**src/rtl/alu_ctrl_pkg.sv**
```systemverilog
// Shared constants and types for the registered ALU control decoder and
// its multiply/divide sequencer.
package alu_ctrl_pkg;

    localparam logic [3:0] SEL_AND  = 4'd0;
    localparam logic [3:0] SEL_OR   = 4'd1;
    localparam logic [3:0] SEL_ADD  = 4'd2;
    localparam logic [3:0] SEL_XOR  = 4'd3;
    localparam logic [3:0] SEL_SLL  = 4'd4;
    localparam logic [3:0] SEL_SRL  = 4'd5;
    localparam logic [3:0] SEL_SUB  = 4'd6;
    localparam logic [3:0] SEL_SLT  = 4'd7;
    localparam logic [3:0] SEL_SLTU = 4'd8;
    localparam logic [3:0] SEL_SRA  = 4'd9;
    localparam logic [3:0] SEL_NOR  = 4'd12;
    localparam logic [3:0] SEL_MFHI = 4'd13;
    localparam logic [3:0] SEL_MFLO = 4'd14;
    localparam logic [3:0] SEL_NOP  = 4'd15;

    localparam logic [2:0] ALUOP_RTYPE = 3'b000;
    localparam logic [2:0] ALUOP_ANDI  = 3'b001;
    localparam logic [2:0] ALUOP_MEM   = 3'b010;
    localparam logic [2:0] ALUOP_ORI   = 3'b011;
    localparam logic [2:0] ALUOP_SLTI  = 3'b100;
    localparam logic [2:0] ALUOP_SLTIU = 3'b101;
    localparam logic [2:0] ALUOP_BEQ   = 3'b110;
    localparam logic [2:0] ALUOP_UNDEF = 3'b111;

    localparam logic [5:0] FN_SLL   = 6'd0;
    localparam logic [5:0] FN_SRL   = 6'd2;
    localparam logic [5:0] FN_SRA   = 6'd3;
    localparam logic [5:0] FN_MFHI  = 6'd16;
    localparam logic [5:0] FN_MFLO  = 6'd18;
    localparam logic [5:0] FN_MULT  = 6'd24;
    localparam logic [5:0] FN_MULTU = 6'd25;
    localparam logic [5:0] FN_DIV   = 6'd26;
    localparam logic [5:0] FN_DIVU  = 6'd27;
    localparam logic [5:0] FN_ADD   = 6'd32;
    localparam logic [5:0] FN_ADDU  = 6'd33;
    localparam logic [5:0] FN_SUB   = 6'd34;
    localparam logic [5:0] FN_SUBU  = 6'd35;
    localparam logic [5:0] FN_AND   = 6'd36;
    localparam logic [5:0] FN_OR    = 6'd37;
    localparam logic [5:0] FN_XOR   = 6'd38;
    localparam logic [5:0] FN_NOR   = 6'd39;
    localparam logic [5:0] FN_SLT   = 6'd42;
    localparam logic [5:0] FN_SLTU  = 6'd43;

    // Encoding matches Func[1:0] of the mult/div group.
    typedef enum logic [1:0] {MD_MULT, MD_MULTU, MD_DIV, MD_DIVU} md_op_e;

    typedef enum logic [1:0] {ST_IDLE, ST_RUN, ST_DONE} md_state_e;

endpackage

```
**src/rtl/alu_ctrl_pipe_if.sv**
```systemverilog
// ID/EX handshake and mult/div status bundle for alu_ctrl_pipe.
interface alu_ctrl_pipe_if #(
    parameter int SEL_W   = 4,
    parameter int ALUOP_W = 3
);
    logic               in_valid;
    logic [ALUOP_W-1:0] ALUOp;
    logic [5:0]         Func;
    logic               in_ready;
    logic               flush;
    logic               out_ready;
    logic               out_valid;
    logic [SEL_W-1:0]   Sel;
    logic               illegal;
    logic               md_start;
    logic [1:0]         md_op;
    logic               md_busy;
    logic               md_done;

    modport master (
        output in_valid, ALUOp, Func, flush, out_ready,
        input  in_ready, out_valid, Sel, illegal, md_start, md_op, md_busy, md_done
    );

    modport slave (
        input  in_valid, ALUOp, Func, flush, out_ready,
        output in_ready, out_valid, Sel, illegal, md_start, md_op, md_busy, md_done
    );
endinterface

```
**src/rtl/md_sequencer.sv**
```systemverilog
// Iterative multiply/divide sequencer: launches on request, runs MD_CYCLES
// cycles, then pulses md_done for the HI/LO write.
//
// state   | meaning
// --------+-------------------------------------------------------------
// ST_IDLE | unit free, waiting for a launch
// ST_RUN  | operation in flight, counter counting down to 0
// ST_DONE | one-cycle HI/LO write slot; a new launch may start here
module md_sequencer
    import alu_ctrl_pkg::*;
#(
    parameter int MD_CYCLES = 32
) (
    input  logic       clk,
    input  logic       rst_n,
    input  logic       launch,
    input  md_op_e     launch_op,
    output logic       md_start,
    output logic [1:0] md_op,
    output logic       md_busy,
    output logic       md_done
);
    md_state_e  state_q;
    md_state_e  state_d;
    logic [7:0] cnt_q;
    md_op_e     op_q;

    always_ff @(posedge clk or negedge rst_n) begin
        if (!rst_n) state_q <= ST_IDLE;
        else        state_q <= state_d;
    end

    always_comb begin
        state_d = state_q;
        case (state_q)
            ST_IDLE: if (launch) state_d = ST_RUN;
            ST_RUN:  if (cnt_q == 8'd0) state_d = ST_DONE;
            ST_DONE: state_d = launch ? ST_RUN : ST_IDLE;
            default: state_d = ST_IDLE;
        endcase
    end

    always_comb begin
        md_busy = (state_q == ST_RUN);
        md_done = (state_q == ST_DONE);
    end

    // Hazard logic upstream guarantees no launch arrives while in ST_RUN.
    always_ff @(posedge clk or negedge rst_n) begin
        if (!rst_n) begin
            cnt_q    <= 8'd0;
            md_start <= 1'b0;
            op_q     <= MD_MULT;
        end else begin
            md_start <= launch;
            if (launch) begin
                cnt_q <= 8'(MD_CYCLES - 1);
                op_q  <= launch_op;
            end else if (state_q == ST_RUN && cnt_q != 8'd0) begin
                cnt_q <= cnt_q - 8'd1;
            end
        end
    end

    assign md_op = op_q;

endmodule

```
**src/rtl/alu_ctrl_pipe.sv**
```systemverilog
// Registered ALU control decoder at the ID/EX boundary with valid/ready
// handshake, HI/LO hazard stall and mult/div launch.
module alu_ctrl_pipe
    import alu_ctrl_pkg::*;
#(
    parameter int SEL_W     = 4,
    parameter int ALUOP_W   = 3,
    parameter int MD_CYCLES = 32
) (
    input  logic          clk,
    input  logic          rst_n,
    alu_ctrl_pipe_if.slave bus
);
    logic [SEL_W-1:0] dec_sel;
    logic             dec_illegal;
    logic             dec_md;
    logic             dec_hilo;
    logic             hazard;
    logic             accept;
    logic             launch;

    always_comb begin
        dec_sel     = SEL_W'(SEL_NOP);
        dec_illegal = 1'b0;
        dec_md      = 1'b0;
        dec_hilo    = 1'b0;
        case (bus.ALUOp)
            ALUOP_W'(ALUOP_RTYPE): begin
                case (bus.Func)
                    FN_ADD, FN_ADDU: dec_sel = SEL_W'(SEL_ADD);
                    FN_SUB, FN_SUBU: dec_sel = SEL_W'(SEL_SUB);
                    FN_AND:          dec_sel = SEL_W'(SEL_AND);
                    FN_OR:           dec_sel = SEL_W'(SEL_OR);
                    FN_XOR:          dec_sel = SEL_W'(SEL_XOR);
                    FN_NOR:          dec_sel = SEL_W'(SEL_NOR);
                    FN_SLT:          dec_sel = SEL_W'(SEL_SLT);
                    FN_SLTU:         dec_sel = SEL_W'(SEL_SLTU);
                    FN_SLL:          dec_sel = SEL_W'(SEL_SLL);
                    FN_SRL:          dec_sel = SEL_W'(SEL_SRL);
                    FN_SRA:          dec_sel = SEL_W'(SEL_SRA);
                    FN_MFHI: begin
                        dec_sel  = SEL_W'(SEL_MFHI);
                        dec_hilo = 1'b1;
                    end
                    FN_MFLO: begin
                        dec_sel  = SEL_W'(SEL_MFLO);
                        dec_hilo = 1'b1;
                    end
                    FN_MULT, FN_MULTU, FN_DIV, FN_DIVU: dec_md = 1'b1;
                    default:         dec_illegal = 1'b1;
                endcase
            end
            ALUOP_W'(ALUOP_MEM):   dec_sel = SEL_W'(SEL_ADD);
            ALUOP_W'(ALUOP_BEQ):   dec_sel = SEL_W'(SEL_SUB);
            ALUOP_W'(ALUOP_ANDI):  dec_sel = SEL_W'(SEL_AND);
            ALUOP_W'(ALUOP_ORI):   dec_sel = SEL_W'(SEL_OR);
            ALUOP_W'(ALUOP_SLTI):  dec_sel = SEL_W'(SEL_SLT);
            ALUOP_W'(ALUOP_SLTIU): dec_sel = SEL_W'(SEL_SLTU);
            ALUOP_W'(ALUOP_UNDEF): dec_illegal = 1'b1;
            default:               dec_illegal = 1'b1;
        endcase
    end

    // HI/LO readers and a second mult/div wait out RUN; DONE is the write slot
    // so reads there see the fresh result.
    assign hazard       = bus.in_valid && bus.md_busy && (dec_hilo || dec_md);
    assign bus.in_ready = !bus.flush && (!bus.out_valid || bus.out_ready) && !hazard;
    assign accept       = bus.in_valid && bus.in_ready;
    assign launch       = accept && dec_md;

    always_ff @(posedge clk or negedge rst_n) begin
        if (!rst_n) begin
            bus.out_valid <= 1'b0;
            bus.Sel       <= SEL_W'(SEL_NOP);
            bus.illegal   <= 1'b0;
        end else if (accept) begin
            bus.out_valid <= 1'b1;
            bus.Sel       <= dec_sel;
            bus.illegal   <= dec_illegal;
        end else if (bus.flush || bus.out_ready) begin
            bus.out_valid <= 1'b0;
        end
    end

    md_sequencer #(
        .MD_CYCLES (MD_CYCLES)
    ) u_md_seq (
        .clk       (clk),
        .rst_n     (rst_n),
        .launch    (launch),
        .launch_op (md_op_e'(bus.Func[1:0])),
        .md_start  (bus.md_start),
        .md_op     (bus.md_op),
        .md_busy   (bus.md_busy),
        .md_done   (bus.md_done)
    );

endmodule

```
**src/flat_wrapper.sv**
```systemverilog
// flat-port wrapper written by rule: the top's interface ports become plain ports
module alu_ctrl_pipe_flat import alu_ctrl_pkg::*;
#(
    parameter int SEL_W     = 4,
    parameter int ALUOP_W   = 3,
    parameter int MD_CYCLES = 32
)
  (clk, rst_n, bus_in_valid, bus_ALUOp, bus_Func, bus_flush, bus_out_ready, bus_in_ready, bus_out_valid, bus_Sel, bus_illegal, bus_md_start, bus_md_op, bus_md_busy, bus_md_done);
  alu_ctrl_pipe_if #(.SEL_W(SEL_W), .ALUOP_W(ALUOP_W)) bus_i ();
  input  logic clk;
  input  logic rst_n;
  input wire logic [$bits(bus_i.in_valid)-1:0] bus_in_valid;
  input wire logic [$bits(bus_i.ALUOp)-1:0] bus_ALUOp;
  input wire logic [$bits(bus_i.Func)-1:0] bus_Func;
  input wire logic [$bits(bus_i.flush)-1:0] bus_flush;
  input wire logic [$bits(bus_i.out_ready)-1:0] bus_out_ready;
  output wire logic [$bits(bus_i.in_ready)-1:0] bus_in_ready;
  output wire logic [$bits(bus_i.out_valid)-1:0] bus_out_valid;
  output wire logic [$bits(bus_i.Sel)-1:0] bus_Sel;
  output wire logic [$bits(bus_i.illegal)-1:0] bus_illegal;
  output wire logic [$bits(bus_i.md_start)-1:0] bus_md_start;
  output wire logic [$bits(bus_i.md_op)-1:0] bus_md_op;
  output wire logic [$bits(bus_i.md_busy)-1:0] bus_md_busy;
  output wire logic [$bits(bus_i.md_done)-1:0] bus_md_done;
  assign bus_i.in_valid = bus_in_valid;
  assign bus_i.ALUOp = bus_ALUOp;
  assign bus_i.Func = bus_Func;
  assign bus_i.flush = bus_flush;
  assign bus_i.out_ready = bus_out_ready;
  assign bus_in_ready = bus_i.in_ready;
  assign bus_out_valid = bus_i.out_valid;
  assign bus_Sel = bus_i.Sel;
  assign bus_illegal = bus_i.illegal;
  assign bus_md_start = bus_i.md_start;
  assign bus_md_op = bus_i.md_op;
  assign bus_md_busy = bus_i.md_busy;
  assign bus_md_done = bus_i.md_done;
  alu_ctrl_pipe #(.SEL_W(SEL_W), .ALUOP_W(ALUOP_W), .MD_CYCLES(MD_CYCLES)) u_core (.clk(clk), .rst_n(rst_n), .bus(bus_i));
endmodule
```
**config.mk**
```make
export PLATFORM = sky130hd
export DESIGN_NAME = alu_ctrl_pipe_flat
export DESIGN_NICKNAME = d
export VERILOG_FILES = /design/src/rtl/alu_ctrl_pkg.sv /design/src/rtl/alu_ctrl_pipe_if.sv /design/src/rtl/md_sequencer.sv /design/src/rtl/alu_ctrl_pipe.sv /design/src/flat_wrapper.sv
export SDC_FILE = /design/constraint.sdc
export NUM_CORES = 1
export LEC_CHECK = 0
export ABC_AREA = 1
export CAP_MARGIN = 20
export CELL_PAD_IN_SITES_DETAIL_PLACEMENT = 0
export CELL_PAD_IN_SITES_GLOBAL_PLACEMENT = 1
export CORE_MARGIN = 5
export CORE_UTILIZATION = 25
export DETAILED_ROUTE_END_ITERATION = 12
export HOLD_SLACK_MARGIN = 0.02
export PLACE_DENSITY = 0.7
export SLEW_MARGIN = 20
export SYNTH_ARGS = -nofsm -noshare
export SYNTH_HDL_FRONTEND = slang
export SYNTH_HIERARCHICAL = 1
export SYNTH_SLANG_ARGS = --single-unit
```
**constraint.sdc**
```tcl
create_clock -name clk -period 2.1 [get_ports clk]
set_input_delay 0.315 -clock clk [delete_from_list [all_inputs] [get_ports clk]]
set_output_delay 0.315 -clock clk [all_outputs]
set_load 0.005 [all_outputs]
```
Yosys cells after proc, flatten, opt, wreduce, memory -nomap -nowiden

Cells that the tools add are included.
W data, S select, Z words.

Word-level logic and storage cells: 79
Bits in registers: 19
Bits of input ports: 14

Equality and inequality tests: 29
Reduce and logical (&&, ||, !) cells: 26
Add/sub/neg operators: 1
Muxes and demuxes: 16

Operators by type and width:

| cell                  | count |
|---|---|
| $eq A6 B6 Y1 const B  | 10 |
| $pmux W4 S13          | 1 |
| $eq A6 B5 Y1 const B  | 6 |
| $pmux W4 S7           | 1 |
| $reduce_or A19 Y1     | 1 |
| $mux W8               | 2 |
| $eq A3 B3 Y1 const B  | 4 |
| $eq A6 B2 Y1 const B  | 2 |
| $logic_not A8 Y1      | 1 |
| $mux W1               | 8 |
| $reduce_bool A8 Y1    | 1 |
| $sub A8 B1 Y8 const B | 1 |
| $logic_and A1 B1 Y1   | 7 |
| $eq A3 B2 Y1 const B  | 2 |
| $logic_not A6 Y1      | 1 |
| $pmux W2 S3           | 1 |
| $reduce_or A2 Y1      | 3 |
| $mux W2               | 2 |
| $ne A2 B2 Y1 const B  | 2 |
| $reduce_bool A2 Y1    | 2 |
| $reduce_or A4 Y1      | 1 |
| $eq A3 B1 Y1 const B  | 1 |
| $logic_not A1 Y1      | 3 |
| $logic_not A3 Y1      | 1 |
| 6 further kinds       | 8 |

Depth between registers and ports, before layout

Depth in word-level cells: 12
Mapped depth: 14
Depth with buffers taken out: 12

Hierarchy

The synthesis kept the hierarchy.

Modules (own cells, without submodules):

| module        | times used | area each (um^2) | cells each | sequential area each (um^2) |
|---|---|---|---|---|
| alu_ctrl_pipe | 1          | 715.7            | 124        | 155.1 |
| md_sequencer  | 1          | 704.4            | 93         | 325.3 |

Worst setup path before layout

Ideal clock, no wire load.

Path kind: reg2reg
Start point: register u_core.u_md_seq.state_q[0]
End point: register u_core.u_md_seq.cnt_q[6]
Arrival: 1,894 ps
Setup time: 119 ps
Slack: 88 ps
Stages on the path, launching flop included: 13
Path through: dfrtp_1 nand2_1 inv_1 nand2_1 nor2_1 nand2_1 nand3_2 buf_6 nor3_1 inv_1 clkbuf_1 nand4_1 nand2_1

Longest elaborated chain between the ends: 8
Elaborated cells on any way between the ends: 10
Those cells by class: 1 x eq/ne; 1 x mux; 8 x reduce/logical

RTL lines:

| item                                                 | line                | text |
|---|---|---|
| from (decl)                                          | md_sequencer.sv:23  | `md_state_e state_q;` |
| from (signal assigned)                               | md_sequencer.sv:30  | `else state_q <= state_d;` |
| $eq A2 B1 Y1 (*)                                     | md_sequencer.sv:44  | `md_busy = (state_q == ST_RUN);` |
| via bus_md_busy                                      | flat_wrapper.sv:23  | `output wire logic [$bits(bus_i.md_busy)-1:0] bus_md_busy;` |
| $logic_and A1 B1 Y1 (*) (2 in a row)                 | alu_ctrl_pipe.sv:66 | `assign hazard = bus.in_valid && bus.md_busy && (dec_hilo \|\| dec_md);` |
| $logic_not A1 Y1 (*)                                 | alu_ctrl_pipe.sv:67 | `assign bus.in_ready = !bus.flush && (!bus.out_valid \|\| bus.out_ready) && !hazard;` |
| $logic_and A1 B1 Y1 (*)                              | alu_ctrl_pipe.sv:67 |  |
| $logic_and A1 B1 Y1 (*)                              | alu_ctrl_pipe.sv:68 | `assign accept = bus.in_valid && bus.in_ready;` |
| $logic_and A1 B1 Y1 (*)                              | alu_ctrl_pipe.sv:69 | `assign launch = accept && dec_md;` |
| via u_core.launch                                    | alu_ctrl_pipe.sv:20 | `logic launch;` |
| $mux W8 / $reduce_bool A2 Y1 (equally long branches) | -                   |  |
| to (signal assigned)                                 | md_sequencer.sv:57  | `cnt_q <= 8'(MD_CYCLES - 1);` |
| to (signal assigned)                                 | md_sequencer.sv:60  | `cnt_q <= cnt_q - 8'd1;` |
| to (decl)                                            | md_sequencer.sv:25  | `logic [7:0] cnt_q;` |

The timed path passes the listed nets; every way through them passes the cells marked *.
A chain may end at the register's enable or synchronous reset.

Final worst setup path

Start point: input port bus_Func[4]
End point: output port bus_in_ready

Longest elaborated chain between the ends: 8
Elaborated cells on any way between the ends: 16
Those cells by class: 6 x eq/ne; 4 x mux; 6 x reduce/logical

RTL lines:

| item                                                        | line                | text |
|---|---|---|
| from (decl)                                                 | flat_wrapper.sv:14  | `input wire logic [$bits(bus_i.Func)-1:0] bus_Func;` |
| $eq A6 B5 Y1                                                | alu_ctrl_pipe.sv:29 | `case (bus.Func)` |
| $reduce_or A4 Y1 / $reduce_or A2 Y1 (equally long branches) | -                   |  |
| $mux W1                                                     | alu_ctrl_pipe.sv:29 |  |
| $mux W1                                                     | alu_ctrl_pipe.sv:27 | `case (bus.ALUOp)` |
| $logic_or A1 B1 Y1 (*)                                      | alu_ctrl_pipe.sv:66 |  |
| $logic_and A1 B1 Y1 (*)                                     | alu_ctrl_pipe.sv:66 |  |
| $logic_not A1 Y1 (*)                                        | alu_ctrl_pipe.sv:67 |  |
| $logic_and A1 B1 Y1 (*)                                     | alu_ctrl_pipe.sv:67 |  |
| to (decl)                                                   | flat_wrapper.sv:17  | `output wire logic [$bits(bus_i.in_ready)-1:0] bus_in_ready;` |

Every way passes the cells marked *; elsewhere a longest branch is shown, timed or not.

==> impl_metrics.ini <==
[synth]
yosysSeqAreaShare_pct = 33.8
ys_types = 26
synth_adder_area_share_pct = 1.76
synthMuxAreaShare_pct = 0
synth_compound_area_share_pct = 5.81
syn_area_mm2 = 0.00142
synth.area.top_cells = dfrtp_1, nand2_1, dfstp_2
synth_simple_gate_area_share_pct = 47.2
synth_top_family_by_area = simple AND/OR/NAND/NOR gates
post-synth-top-area-cell = dfrtp_1
synth_top_cell_area_share_pct = 26.4
avgSynthCellArea_um2 = 6.54
synth_warnings = 6
synth_xor_area_share_pct = 0.617
ys_ff_latch = 19
synth_nets = 233
postSynthCellCount = 217

[final_layout]
drive_gt1_share_pct = 23.3
nFillCells = 600
n_antenna_cell = 0
final_area_mm2 = 0.00199
finalNetCount = 287
fin_cells = 342
area_growth_pct = 40.0

[clock_network]
hold_buffers = 0
root_buffer = clkbuf_8
cts_htree_levels = 1
cts_tree = done
cts_setup_buffers = 0
cts_sinks = 19
clk_latency_ns = 0.26
clockBufferDepth = 2
clkSlewWorstSetupHoldPaths_ns = 0.08
cts_inserted_buffers = 3

[sta]
hold_ws_ns = 0.389
fin_crit_ns = 1.91
hold_violations = 0
tns_ns = 0
fin_skew_ns = 0.00739
rsz0062_at_grt = no
fmax_mhz = 523
worstMarginPinSlew_ns = 0.308
relSlewSlack_pct = 79.4
finalMaxSlewViolations = 0
finalCritPeriodShare_pct = 91.0
finalSetupViolations = 0

[place]
dp_cells = 338
place_area_mm2 = 0.00194
io_buffers = 25
dpl.hpwl_um = 2830
gpl.final_weighted_congestion = 0.745

[routing]
ant_nets = 0
drt-vias-per-instance = 4.13
drc = 0
vias = 1412
routedWlPerCell_um = 10.2
routed_wl_um = 3490
drt_iter0_markers = 60
first_pass_iters = 4

[worst_hold_path]
hp-class = input pin to async pin

[setup_path]
cp_cell_sequence = clkdlybuf4s50_1 -> inv_2 -> nor2_2 -> nand3_1 -> nand3_2 -> a21boi_2 -> dlygate4sd2_1
critPathKind = input pin to output pin
crit_fanout = 3
arrival_ns = 1.60
rrSetupSlack_ns = 0.48
max_stage_delay_ns = 0.49
cp-end-kind = output pin
critPathRequiredTime_ns = 1.78
critical_path.slowest_cell = clkdlybuf4s50_1
startpoint_type = input pin

[global_routing]
first_global_vias = 1436
grt_util_all_layers_pct = 10.3
grt_use_met1_pct = 12.7
grt_pass1_wl_um = 6250
grt_max_degree = 20
antenna_found_initial = 0
met2_usage_pct = 18.1
grt.busiest_layer = met2
grt_use_met3_pct = 1.65
grt_overflow_total = 0

[power_and_ir_drop]
powerDensity_mw_per_mm2 = 728
vdd_drop_max_v = 0.000354
power.leakage_nw = 1.05

[floorplanning]
start_util_pct = 25.8
fp-row-count = 27
io_pins = 26
die_h_um = 85.4
core_area_mm2 = 0.00551
dieWidth_um = 85.4
die_area_mm2 = 0.00729

[run]
drv_cap = 0

[status]
outcome = finished clean
[power breakdown]
group / switching, mW / leakage, nW / internal, mW
clock: 0.126 / 0.0228 / 0.135
sequential: 0.0885 / 0.236 / 0.468
combinational: 0.360 / 0.795 / 0.270
total: 0.575 / 1.05 / 0.873
[flip-flops by register name (all words and copies together) (netlist names)]
signal	flops
u_core/bus.Sel	4
u_core/bus.illegal	1
u_core/u_md_seq/md_start	1
u_core/u_md_seq/md_op	2
u_core/u_md_seq/state_q	2
u_core/u_md_seq/cnt_q	8
u_core/bus.out_valid	1
[per-stage QoR]
step	power [mW]	setup WS (ns)	util [%]
2_1_floorplan	0.977	0.0877	-
3_3_place_gp	1.19	-0.0896	35.2
3_5_place_dp	1.20	-0.115	35.2
4_1_cts	1.46	0.180	36.0
5_1_grt	1.57	0.0776	36.1
6_report	1.45	0.189	36.1
[synth_stat cells]
master    count
o21ai_1       1
nor2_2        3
a21oi_1       4
nand3_2       5
or2_1         1
nand2_1      70
nand2_2       2
or2_2         1
buf_6         1
inv_2         7
inv_1        28
a21oi_2       4
dfstp_2       4
a21boi_1      1
nand3_1      19
and3_1        1
inv_4         1
xnor2_1       1
nor2_1       28
nor2_4        5
clkbuf_1      1
dfrtp_1      15
o21ai_0       3
nor3_1        4
nand4_1       5
ha_1          2
[final cells by class]
| cell class | count | area, um2 | share of cell area [%] |
|---|---|---|---|
| clock buffer | 4 | 45.0 | 2.27 |
| sequential | 19 | 480 | 24.2 |
| inverter | 36 | 138 | 6.92 |
| multi-input combinational | 160 | 796 | 40.0 |
| tap | 72 | 90.1 | 4.53 |
| timing repair buffer | 51 | 439 | 22.1 |
[critical path, delay by kind of cell]
kind                   cells  cell delay [ns]
AO/OA/AOI/OAI              1             0.07
buffers and inverters      3             0.81
AND/OR/NAND/NOR            3             0.41
[repair_timing]
item,in CTS,in global routing
pin swaps,1,0
gates cloned,0,0
endpoints found under the hold margin,0,0
resized for setup,6,1
setup endpoints to repair,1,1
[kinds of logic after synthesis]
family,Yosys count
simple gates,144
buf+inv,38
flops,19
compound gates,13
fa+ha+maj,2
xor+xnor,1
[path summary, 6_finish.rpt]
kind                                       startpoint                  endpoint  cells past startpoint
max reg2reg                u_core/u_md_seq/state_q[1]  u_core/u_md_seq/cnt_q[3]                     13
min in group clk             u_core/u_md_seq/md_op[0]  u_core/u_md_seq/md_op[0]                      2
min reg2reg                  u_core/u_md_seq/md_op[0]  u_core/u_md_seq/md_op[0]                      2
max in group asynchronous                       rst_n         u_core/bus.Sel[1]                      2
max                                       bus_Func[4]              bus_in_ready                      7
min                                             rst_n  u_core/u_md_seq/cnt_q[4]                      2
[per-layer routing]
layer	vias to the layer above	wire length (um)
met5	-	0
li1	777	-
met2	18	1700
met3	0	110
met1	617	1690
met4	0	0
[placed cells by master, fill, tap and decap left out, drive strengths merged]
master,n
nand2,72
nor2,36
inv,36
buf,26
nand3,24
clkdlybuf4s50,20
dfrtp,15
a21oi,8
dlygate4sd2,5
nand4,5
dfstp,4
clkbuf,4
nor3,4
o21ai,4
ha,2
or2,2
a21boi,1
and3,1
xnor2,1
(Power assumes the default switching activity.)
==> variant 1 (same settings) <==
Encoding of `md_state_e`: now one-hot (3 bits for 3 states).
--- a/src/rtl/alu_ctrl_pkg.sv
+++ b/src/rtl/alu_ctrl_pkg.sv
@@ -50,5 +50,5 @@
     typedef enum logic [1:0] {MD_MULT, MD_MULTU, MD_DIV, MD_DIVU} md_op_e;
 
-    typedef enum logic [1:0] {ST_IDLE, ST_RUN, ST_DONE} md_state_e;
+    typedef enum logic [2:0] {ST_IDLE = 3'b001, ST_RUN = 3'b010, ST_DONE = 3'b100} md_state_e;
 
 endpackage
Check against the original RTL: no difference found for any inputs over 10 cycles, from zero or initial values and one cycle with rst_n low; not proved beyond that.
==> variant 1 against the original RTL <==
- power grew 9.5%
- design area up 2.4%
- worst setup slack gained 0.013 ns
- core utilization decreased by 1.1 points
- area after synthesis is 3.6% higher
- wire length up 5.4%
- sequential cell count increased by 1
- clock power up 3%
- worst hold slack improved by 0.0080 ns
- count of clock-buffer cells in the layout is the same
- critical path type unchanged
- largest power group unchanged
==> variant 1: results (changes against the original RTL) <==
worst reg2reg path depth=11 (-2); share of layout cells above drive strength 1=23.4% (+0.087 points); met2 Usage GRT=17.7% (-0.35 points); Crit path largest cell delay=0.49 ns (about the same); NumNets Final=286 (-0.35%); Flop+latch power=0.604 mW (+8.6%); P_comb=0.712 mW (+13%); post-synthesis xor/xnor area fraction=1.79% (+1.2 points); average size of a mapped cell=6.81 um^2 (+4.1%); largest net degree at the start of global routing=21 (+5.0%); final clock skew=0.00244 ns (-0.00496 ns); routed length on met1=1750 um (+3.4%); reg-to-reg critical path startpoint=u_core/u_md_seq/state_q[0]; GRT met1 Usage=12.8% (+0.072 points); vias per inst=4.13 (about the same); class of the most critical hold timing path=input port to async pin; hpwl dp=3030 um (+7.2%); DRT iter0 DRCs=48 (-20%); Compound-Gate Fraction of Synth Area=9.95% (+4.1 points); drt wl/cell=10.7 um (+4.8%); slowest stage cell, crit path=clkdlybuf4s50_1; global-route wire length before repair=6100 um (-2.4%); Slew @ Worst Pin=0.283 ns (-0.0257 ns); GRT Overall Usage=10.1% (-0.16 points); Leak Pwr=1.04 nW (-1.3%); status=finished, final reports clean; Commonest cells post-synth=64 x nand2_1, 30 x nor2_1, 26 x inv_1, 15 x dfrtp_1, 14 x nand3_1; largest cells by area after synthesis=dfrtp_1 26%, nand2_1 16%, dfstp_2 8.9%; internal reg-to-reg setup slack=0.41 ns (-0.07 ns); WL met2=1770 um (+4.4%); number of max-cap violations=0 (unchanged); Seq/Total Area, Yosys=34.4% (+0.61 points); Net Switching=0.632 mW (+10%); DR WL met3=131 um (+19%); Largest regs=u_core/u_md_seq/cnt_q: 8 flops, u_core/bus.Sel: 4 flops, u_core/u_md_seq/state_q: 3 flops; syn nets=232 (-0.43%); clock-pin slew on the worst setup and hold paths=0.08 ns (about the same); clk root buf=clkbuf_8; CTS resizes=5 (-1); Synth Area in Adders=1.70% (-0.061 points); Max VDD drop=0.336 mV (-4.9%); CP arrival=1.58 ns (-0.02 ns); WHS=0.397 ns (+0.00804 ns); met3 usage=1.62% (-0.035 points); highest layer used for signal routing=met4; non-filler cells, final=344 (+0.58%); Worst R2R End=u_core/u_md_seq/cnt_q[4]; PD cells=778 nW/um^2 (+6.9%); Placement Setup Slack=-0.111 ns (+0.00415 ns); Distinct cells, synth=30 (+15%)
-- variant 1: cell types whose count changed in the layout (fill, tap and decap cells not counted), moves of 2 or more --
cell	before	now
nand2_1	70	64
nand3_1	19	14
nor2_4	5	2
inv_1	28	26
inv_2	7	9
nor2_1	28	30
o21bai_1	0	2
xnor2_1	1	3
-- variant 1: worst max path at each step --
stage                                           from                          to  slack [ns]  cells past startpoint
after floorplan           u_core/u_md_seq/state_q[0]    u_core/u_md_seq/cnt_q[3]        0.09                     12
after global placement                   bus_Func[2]                bus_in_ready        -0.1                      6
after detailed placement                 bus_Func[0]                bus_in_ready       -0.11                      6
after CTS                                bus_Func[4]                bus_in_ready        0.18                      7
after global routing                     bus_Func[4]  u_core/u_md_seq/state_q[1]        0.06                      9
final                                    bus_Func[4]                bus_in_ready        0.20                      7
-- variant 1: area by class of cell --
cell class,instances,area [um^2]
repair buffers,50,433
multi-input cells,159,820
inverters,36,138
clock buffers,4,45.0
well taps,75,93.8
fillers,676,3780
flip-flops and latches,20,507
==> variant 2 (same flow settings) <==
Made on the original files. `ALUOP_W` is set to 3 in 3 places; all go to 4.
--- a/src/rtl/alu_ctrl_pipe_if.sv
+++ b/src/rtl/alu_ctrl_pipe_if.sv
@@ -2,5 +2,5 @@
 interface alu_ctrl_pipe_if #(
     parameter int SEL_W   = 4,
-    parameter int ALUOP_W = 3
+    parameter int ALUOP_W = 4
 );
     logic               in_valid;
--- a/src/rtl/alu_ctrl_pipe.sv
+++ b/src/rtl/alu_ctrl_pipe.sv
@@ -5,5 +5,5 @@
 #(
     parameter int SEL_W     = 4,
-    parameter int ALUOP_W   = 3,
+    parameter int ALUOP_W   = 4,
     parameter int MD_CYCLES = 32
 ) (
--- a/src/flat_wrapper.sv
+++ b/src/flat_wrapper.sv
@@ -3,5 +3,5 @@
 #(
     parameter int SEL_W     = 4,
-    parameter int ALUOP_W   = 3,
+    parameter int ALUOP_W   = 4,
     parameter int MD_CYCLES = 32
 )
Ports: changed (resized bus_ALUOp); port bits go from 26 to 27. No check against the original RTL was run, so the function may have changed too.
==> variant 2 against the original RTL <==
- non-clock buffer count is 5 lower
- sequential cell count did not move
- cell count down 3.8%
- worst setup slack better by 0.051 ns
- power increased by 2.4%
- synthesized cell count down 3.7%
- wire length is 5.4% lower
- design area decreased by 3.5%
- area after synthesis is 2.8% lower
- via count decreased by 1.3%
- critical path depth up 1
- sequential share of layout area up 0.87 points
- highest routed layer is now met4
==> variant 2: results (changes against the original RTL) <==
status=finished, final reports clean; Placement Setup Slack=-0.159 ns (-0.0438 ns); critical path startpoint=bus_Func[5]; Placer Congestion=0.832 (+12%); final clock skew=0.00154 ns (-0.00585 ns); Seq/Total Area, Yosys=34.8% (+0.98 points); clk root buf=clkbuf_8; # fillers=598 (-0.33%); Flop+latch power=0.557 mW (about the same); Int Pwr=0.886 mW (+1.6%); Syn Inst Count=209 (-3.7%); final wirelength=3310 um (-5.4%); DP Cell Count=325 (-3.8%); GRT Overall Usage=9.95% (-0.34 points); Buffers on Ports=26 (+4.0%); Distinct cells, synth=28 (+7.7%); DRT iter0 DRCs=39 (-35%); share of layout cells above drive strength 1=19.8% (-3.5 points); vias in the first global route=1,409 (-1.9%); PD cells=772 nW/um^2 (+6.0%); drt wl/cell=10.0 um (-1.7%); Crit path largest cell delay=0.46 ns (-0.03 ns); largest net degree at the start of global routing=13 (-35%); drt first pass iters=4 (unchanged); CP max FO=3 (unchanged); H-tree lvl count=1 (unchanged); total CTS buffers=3 (unchanged); Max VDD drop=0.237 mV (-33%); largest cells by area after synthesis=dfrtp_1 27%, nand2_1 17%, nand3_1 8.0%; slowest stage cell, crit path=clkdlybuf4s50_1; deepest clock path buffer count=2 (unchanged); global-route wire length before repair=5990 um (-4.2%); class of the most critical hold timing path=input port to async pin; reg-to-reg critical path startpoint=u_core/u_md_seq/state_q[0]; clock-pin slew on the worst setup and hold paths=0.07 ns; Leak Pwr=0.981 nW (-6.9%); CP arrival=1.54 ns (-0.06 ns); hpwl dp=2730 um (-3.5%); Final Hold Fails=0 (unchanged); syn nets=226 (-3.0%); total number of vias=1,393 (-1.3%); Largest regs=u_core/u_md_seq/cnt_q: 8 flops, u_core/bus.Sel: 4 flops; NumNets Final=275 (-4.2%); Slew @ Worst Pin=0.532 ns (+0.224 ns); ANT cells=0 (unchanged); P_comb=0.668 mW (+6.0%); Commonest cells post-synth=63 x nand2_1, 29 x inv_1, 23 x nor2_1, 22 x nand3_1, 15 x dfrtp_1; Most used DFF post-synth=dfrtp_1; Ys Warns=6 (unchanged)
variant 2: cell count changes after synthesis, sizes merged, moves of 2 or more:
cell,before,now
o21ai,4,6
nor2,36,33
inv,36,31
nand2,72,69
a21boi,1,3
variant 2: final cells by class:
type	count	area [um^2]	area share [%]
multi-input combinational	157	774	40.4
clock buffer	3	41.3	2.15
sequential	19	480	25.0
clock inverter	1	5.00	0.261
timing repair buffer	46	409	21.3
inverter	31	119	6.19
tap	72	90.1	4.69
variant 2: layer usage:
layer | routed length [um] | track usage, % | vias to the layer above
met5 | 0 | 0 | -
met4 | 31 | 2.19 | 0
met3 | 107 | 1.18 | 4
met2 | 1590 | 18.1 | 25
met1 | 1570 | 12.5 | 606
li1 | - | - | 758
variant 2: kinds of logic after synthesis:
family                   count (synthesis)  share of synthesized area, %
adder cells (fa/ha/maj)                  2                          1.81
AO/OA/AOI/OAI                           19                          8.16
buffers and inverters                   33                          9.70
AND/OR/NAND/NOR                        136                          45.5
flip-flops                              19                          34.8
variant 2: final timing paths:
path,slack [ns],end,cells after the start
worst max-delay path,0.24,bus_in_ready,8
worst min-delay path,0.40,u_core/u_md_seq/cnt_q[2],1
worst max register to register,0.36,u_core/u_md_seq/cnt_q[6],12
worst min register to register,0.48,u_core/u_md_seq/md_op[1],2
max in group asynchronous,1.18,u_core/bus.illegal,2
min in group clk,0.48,u_core/u_md_seq/md_op[1],2
variant 2: worst max-delay path: cells and delay by family:
kind / cells / cell delay (ns)
compound gates: 1 / 0.06
simple gates: 4 / 0.37
buf+inv: 3 / 0.80
variant 2: what timing repair did:
action                                  in CTS  in global routing
endpoints found under the setup margin       1                  1
gates resized for setup                      3                  1
hold endpoints to repair                     0                  0
